File: src/rtl/m_store_buffer.sv
// Store buffer between the M stage and the memory bus. Stores are aligned and lane-positioned,
// queued in a small FIFO, and optionally write-combined into the tail entry.
module m_store_buffer #(
    parameter int unsigned DATA_W = 32,
    parameter int unsigned DEPTH  = 4,
    parameter int unsigned MERGE  = 1
) (
    input  logic                          clk,
    input  logic                          reset,
    input  logic                          st_valid,
    input  logic [1:0]                    st_size,
    input  logic [31:0]                   st_addr,
    input  logic [DATA_W-1:0]             st_data,
    input  logic                          req,
    output logic                          st_ready,
    output logic                          exc_ades,
    output logic [4:0]                    exc_code,
    output logic                          bus_valid,
    output logic [31:0]                   bus_addr,
    output logic [DATA_W/8-1:0]           bus_byteen,
    output logic [DATA_W-1:0]             bus_wdata,
    input  logic                          bus_ready,
    output logic [$clog2(DEPTH):0]        count
);

    localparam int unsigned BE_W  = DATA_W / 8;
    localparam int unsigned OFF_W = $clog2(BE_W);
    localparam int unsigned PTR_W = $clog2(DEPTH);
    localparam int unsigned CNT_W = PTR_W + 1;

    localparam logic [1:0] SZ_D = 2'b00;
    localparam logic [1:0] SZ_W = 2'b01;
    localparam logic [1:0] SZ_H = 2'b10;
    localparam logic [1:0] SZ_B = 2'b11;
    localparam logic [4:0] EXC_ADES = 5'd5;

    logic [CNT_W-1:0]  count_q, count_d;
    logic [PTR_W-1:0]  wr_ptr_q, wr_ptr_d;
    logic [PTR_W-1:0]  rd_ptr_q, rd_ptr_d;
    logic              exc_q, exc_d;
    logic [4:0]        exc_code_q, exc_code_d;

    logic [31:0]       ent_addr_q [DEPTH];
    logic [BE_W-1:0]   ent_be_q   [DEPTH];
    logic [DATA_W-1:0] ent_data_q [DEPTH];

    logic              size_ok;
    logic              misalign;
    logic [BE_W-1:0]   be_ones;
    logic [DATA_W-1:0] lane_mask;
    logic [OFF_W-1:0]  off;
    logic [OFF_W+2:0]  shamt;
    logic [BE_W-1:0]   new_be;
    logic [DATA_W-1:0] new_data;
    logic [31:0]       new_addr;
    logic [PTR_W-1:0]  tail_ptr;
    logic [DATA_W-1:0] merge_data;
    logic              st_go;
    logic              accept;
    logic              merge_hit;
    logic              do_push;
    logic              do_merge;
    logic              retire;

    // Size decode: unshifted enable pattern, alignment check, legality
    always_comb begin
        size_ok  = 1'b1;
        misalign = 1'b0;
        be_ones  = '0;
        case (st_size)
            SZ_B: be_ones = BE_W'(1);
            SZ_H: begin
                be_ones  = BE_W'(3);
                misalign = st_addr[0];
            end
            SZ_W: begin
                be_ones  = BE_W'(4'hF);
                misalign = |st_addr[1:0];
            end
            SZ_D: begin
                be_ones  = '1;
                misalign = |st_addr[2:0];
                size_ok  = (DATA_W == 64);
            end
            default: be_ones = '0;
        endcase
    end

    // Lane positioning of the incoming store
    always_comb begin
        for (int i = 0; i < int'(BE_W); i++) begin
            lane_mask[8*i +: 8] = {8{be_ones[i]}};
        end
    end

    assign off      = st_addr[OFF_W-1:0];
    assign shamt    = {off, 3'b000};
    assign new_be   = be_ones << off;
    assign new_data = (st_data & lane_mask) << shamt;
    assign new_addr = {st_addr[31:OFF_W], {OFF_W{1'b0}}};
    assign tail_ptr = wr_ptr_q - PTR_W'(1);

    // Newly enabled bytes overwrite the tail, the rest keep their old contents
    always_comb begin
        for (int i = 0; i < int'(BE_W); i++) begin
            merge_data[8*i +: 8] = new_be[i] ? new_data[8*i +: 8] : ent_data_q[tail_ptr][8*i +: 8];
        end
    end

    assign st_ready  = (count_q < CNT_W'(DEPTH));
    assign bus_valid = (count_q != '0);
    assign retire    = bus_valid && bus_ready;
    assign st_go     = st_valid && st_ready && !req;
    assign accept    = st_go && size_ok && !misalign;
    // The head is never a merge target, so at least two entries are required
    assign merge_hit = (MERGE != 0) && (count_q >= CNT_W'(2)) && (ent_addr_q[tail_ptr] == new_addr);
    assign do_merge  = accept && merge_hit;
    assign do_push   = accept && !merge_hit;

    // Next-state logic for pointers, occupancy and exception pulse
    always_comb begin
        count_d    = count_q;
        wr_ptr_d   = wr_ptr_q;
        rd_ptr_d   = rd_ptr_q;
        exc_d      = 1'b0;
        exc_code_d = '0;
        if (do_push) begin
            wr_ptr_d = wr_ptr_q + PTR_W'(1);
        end
        if (retire) begin
            rd_ptr_d = rd_ptr_q + PTR_W'(1);
        end
        count_d = count_q + CNT_W'(do_push) - CNT_W'(retire);
        if (st_go && size_ok && misalign) begin
            exc_d      = 1'b1;
            exc_code_d = EXC_ADES;
        end
    end

    always_ff @(posedge clk or negedge reset) begin
        if (!reset) begin
            count_q    <= '0;
            wr_ptr_q   <= '0;
            rd_ptr_q   <= '0;
            exc_q      <= 1'b0;
            exc_code_q <= '0;
        end else begin
            count_q    <= count_d;
            wr_ptr_q   <= wr_ptr_d;
            rd_ptr_q   <= rd_ptr_d;
            exc_q      <= exc_d;
            exc_code_q <= exc_code_d;
        end
    end

    // Entry storage; contents are don't-care after reset
    always_ff @(posedge clk) begin
        if (do_push) begin
            ent_addr_q[wr_ptr_q] <= new_addr;
            ent_be_q[wr_ptr_q]   <= new_be;
            ent_data_q[wr_ptr_q] <= new_data;
        end else if (do_merge) begin
            ent_be_q[tail_ptr]   <= ent_be_q[tail_ptr] | new_be;
            ent_data_q[tail_ptr] <= merge_data;
        end
    end

    assign bus_addr   = ent_addr_q[rd_ptr_q];
    assign bus_byteen = ent_be_q[rd_ptr_q];
    assign bus_wdata  = ent_data_q[rd_ptr_q];
    assign exc_ades   = exc_q;
    assign exc_code   = exc_code_q;
    assign count      = count_q;

endmodule

File: config.mk
export PLATFORM = sky130hd
export DESIGN_NAME = m_store_buffer
export DESIGN_NICKNAME = d
export VERILOG_FILES = /design/src/rtl/m_store_buffer.sv
export SDC_FILE = /design/constraint.sdc
export NUM_CORES = 1
export LEC_CHECK = 0
export CORE_AREA = 2 2 114 227
export CTS_CLUSTER_SIZE = 8
export DETAILED_ROUTE_END_ITERATION = 16
export DIE_AREA = 0 0 116 229
export PLACE_DENSITY = 0.75
export SKIP_CTS_REPAIR_TIMING = 1
export SYNTH_ARGS = -nofsm -noshare
export SYNTH_HDL_FRONTEND = slang
export SYNTH_SLANG_ARGS = --single-unit
File: constraint.sdc
create_clock -name clk -period 4.08 [get_ports clk]
set_input_delay 0.816 -clock clk [delete_from_list [all_inputs] [get_ports clk]]
set_output_delay 0.816 -clock clk [all_outputs]
set_load 0.01 [all_outputs]
==> reports/results.ini <==
[timing]
clock_skew_ns=0.0176
fmax_mhz=259
slew_violations=0
slew_headroom=0.494
whs_ns=0.552
hold_viol=0
worst_pin_slew_ns=0.756
setup_tns_ns=0
fin_crit_ns=3.86
setup_viol=0
fin_crit_sh=0.947

[yosys]
synth_top_flop_cell=edfxtp_1
syn_inst=693
synth_area_um2=12200
synth_top_area_frac=0.649
synth_seq_cells=272
synth_cell_type_count=48
synth_warnings=0
synth_top_cell_by_area=edfxtp_1
ys_seq_area_frac=0.665
synth.avg_cell_area_um2=17.6
synthArstFlopShare=0.0294
ys_top_cells_by_area=edfxtp_1 (65%), mux4_2 (16%), mux2i_1 (2.5%)
synth-edff-count=264

[layout]
area_delta_synth_final_pct=25.3
multi_input_area_um2=3820
finalCoreUtilization=0.616
final_common_cell=edfxtp_1
fin_nets=958
fillers=1830
diodes=0
final_cell_mix=edfxtp_1 (264), clkdlybuf4s50_1 (144), mux4_2 (89)
final-seq-area_um2=8130
drive_gt1_frac=0.209

[floorplan]
chipHeight_um=229
rows=82
die_w_um=116
ios=150
coreArea_um2=24800
dieArea_um2=26600
initial_utilization=0.492

[placed_design]
hpwl_um=18400
port_buffers=144
routabilityCongestion=0.814

[clock_network]
clk_pin_slew_ns=0.05
clock_latency_ns=0.50
cts-root-buf=clkbuf_16
cts_sinks=272
numCtsBuffers=39
tritoncts=yes
h-tree-depth=2
clockBufferDepth=3

[pwr]
p_clk_frac=0.281
seq_power_share=0.338
swShare=0.296
ir_worst_vdd_v=0.000474
pwr_density_cell_nw_per_um2=648
combPwrFrac=0.381
p_leak_nw=5.08
p_int_mw=6.98
power_mw=9.92
p_switching_mw=2.94

[status]
status=finished, final reports clean

[critical_path]
crit_path_frequent_cell=inv_1
cp_max_fo=20
crit_required_ns=4.47
worstPathArrival_ns=4.25
reg2reg_to=count[2]$_DFF_PN0_
end_kind=flip-flop
reg2reg_slack_ns=0.22
slowest_stage=dfrtp_1
crit_chain=inv_1 -> ha_2 -> buf_12 -> mux4_2 -> xnor2_1 -> o31ai_1 -> nor4_2 -> o2111ai_2 -> o21ai_2 -> ha_1 -> inv_1 -> ha_1 -> inv_1 -> fa_1 -> xor2_1
reg2reg_from=wr_ptr_q[1]$_DFFE_PN0P_
criticalPathCategory=reg2reg
startpoint_type=flip-flop
worstRegToRegCells=15
cp_slowest_stage_delay_ns=0.42
crit_family=adder cells
cp_num_buf_inv=4

[global_routing]
antenna_found_initial=0
grt_pass1_wl_um=43500
grt_max_degree=53
first_global_vias=7700
grt_usage=0.217
gr-total-overflow=0

[min_path]
hold-path-endpoint=count[0]$_DFF_PN0_
min_from=count[0]$_DFF_PN0_
hold_class=reg2reg
min_path_cells=1

[detailed_routing]
viasPerCell=5.91
drt-pass1-iter-count=6
vias=7257
ant_nets=0
wire_per_inst_um=22.8
drt_iter0_drc=744
drc=0
drt-total-wl_um=28000

[flow_run]
drv_cap=0

## registers in the layout, indices dropped and copies added (netlist names)
name / flops
ent_data_q: 128
ent_addr_q: 120
ent_be_q: 16
count: 3
rd_ptr_q: 2
wr_ptr_q: 2
exc_code: 1
## power by group through the flow
| stage | Sequential (mW) | Combinational, mW | Clock (mW) |
|---|---|---|---|
| after global routing | 3.37 | 4.05 | 2.95 |
| final | 3.35 | 3.78 | 2.79 |
| after global placement | 3.40 | 3.77 | 0 |
| after CTS | 3.36 | 3.82 | 2.84 |
| after detailed placement | 3.41 | 3.79 | 0 |
| after floorplan | 3.29 | 2.39 | 0 |
## Yosys cell counts (9+ instances only)
cell	n
xnor2_1	23
a32oi_1	9
clkbuf_1	26
o21ai_1	17
o22ai_1	11
mux2i_1	30
o21ai_0	13
and2_1	9
a21oi_1	13
nand3_1	15
nor2_1	33
buf_4	9
edfxtp_1	264
nand2_1	34
inv_1	10
mux4_2	89
## metal layers
metal,wire (um),vias to the layer above,global-route usage
li1,-,3165,-
met1,11000,3677,0.295
met3,1890,50,0.0296
met5,0,-,0
met4,643,0,0.0718
met2,14400,365,0.363
## final cells by class
class / instances / share of cell area
sequential: 272 / 0.532
multi-input combinational: 364 / 0.250
timing repair buffer: 189 / 0.120
clock buffer: 53 / 0.0672
tap: 336 / 0.0275
inverter: 12 / 0.00294
clock inverter: 1 / 0.000572
## worst max path at each step
stage | start | end | slack (ns) | cells past startpoint
2_1_floorplan | wr_ptr_q[0]$_DFFE_PN0P_ | ent_data_q[2][0]$_DFFE_PP_ | 0.04 | 14
3_3_place_gp | st_addr[10] | count[2]$_DFF_PN0_ | 0.22 | 13
3_5_place_dp | st_addr[5] | count[2]$_DFF_PN0_ | 0.09 | 12
4_1_cts | wr_ptr_q[1]$_DFFE_PN0P_ | count[2]$_DFF_PN0_ | 0.09 | 15
5_1_grt | wr_ptr_q[1]$_DFFE_PN0P_ | count[2]$_DFF_PN0_ | -0.02 | 15
6_report | wr_ptr_q[1]$_DFFE_PN0P_ | count[2]$_DFF_PN0_ | 0.22 | 15
## metrics by stage
step | worst slack [ns] | cells | area [um^2]
5_1_grt | -0.0159 | 1227 | 15300
4_1_cts | 0.0873 | 1223 | 15300
3_3_place_gp | 0.223 | 1169 | 14200
3_5_place_dp | 0.0866 | 1169 | 14200
6_report | 0.217 | 1227 | 15300
2_1_floorplan | 0.0421 | 697 | 12200
## logic make-up after synthesis
kind of cell,Yosys count,share of synthesized area
AO/OA/AOI/OAI,83,0.0437
other,1,0.000307
buffers and inverters,61,0.0241
flip-flops,272,0.665
XOR/XNOR,31,0.0222
multiplexers,121,0.191
AND/OR/NAND/NOR,115,0.0438
adder cells (fa/ha/maj),9,0.00983
## worst reg2reg max path, stage by stage (launching register included)
cell and delay (ns):
dfrtp_1 0.42, inv_1 0.12, ha_2 0.40, buf_12 0.19, mux4_2 0.34, xnor2_1 0.24, o31ai_1 0.12, nor4_2 0.30
o2111ai_2 0.28, o21ai_2 0.27, ha_1 0.26, inv_1 0.06, ha_1 0.13, inv_1 0.05, fa_1 0.39, xor2_1 0.17
No activity file was read; power rests on OpenSTA's default activity.
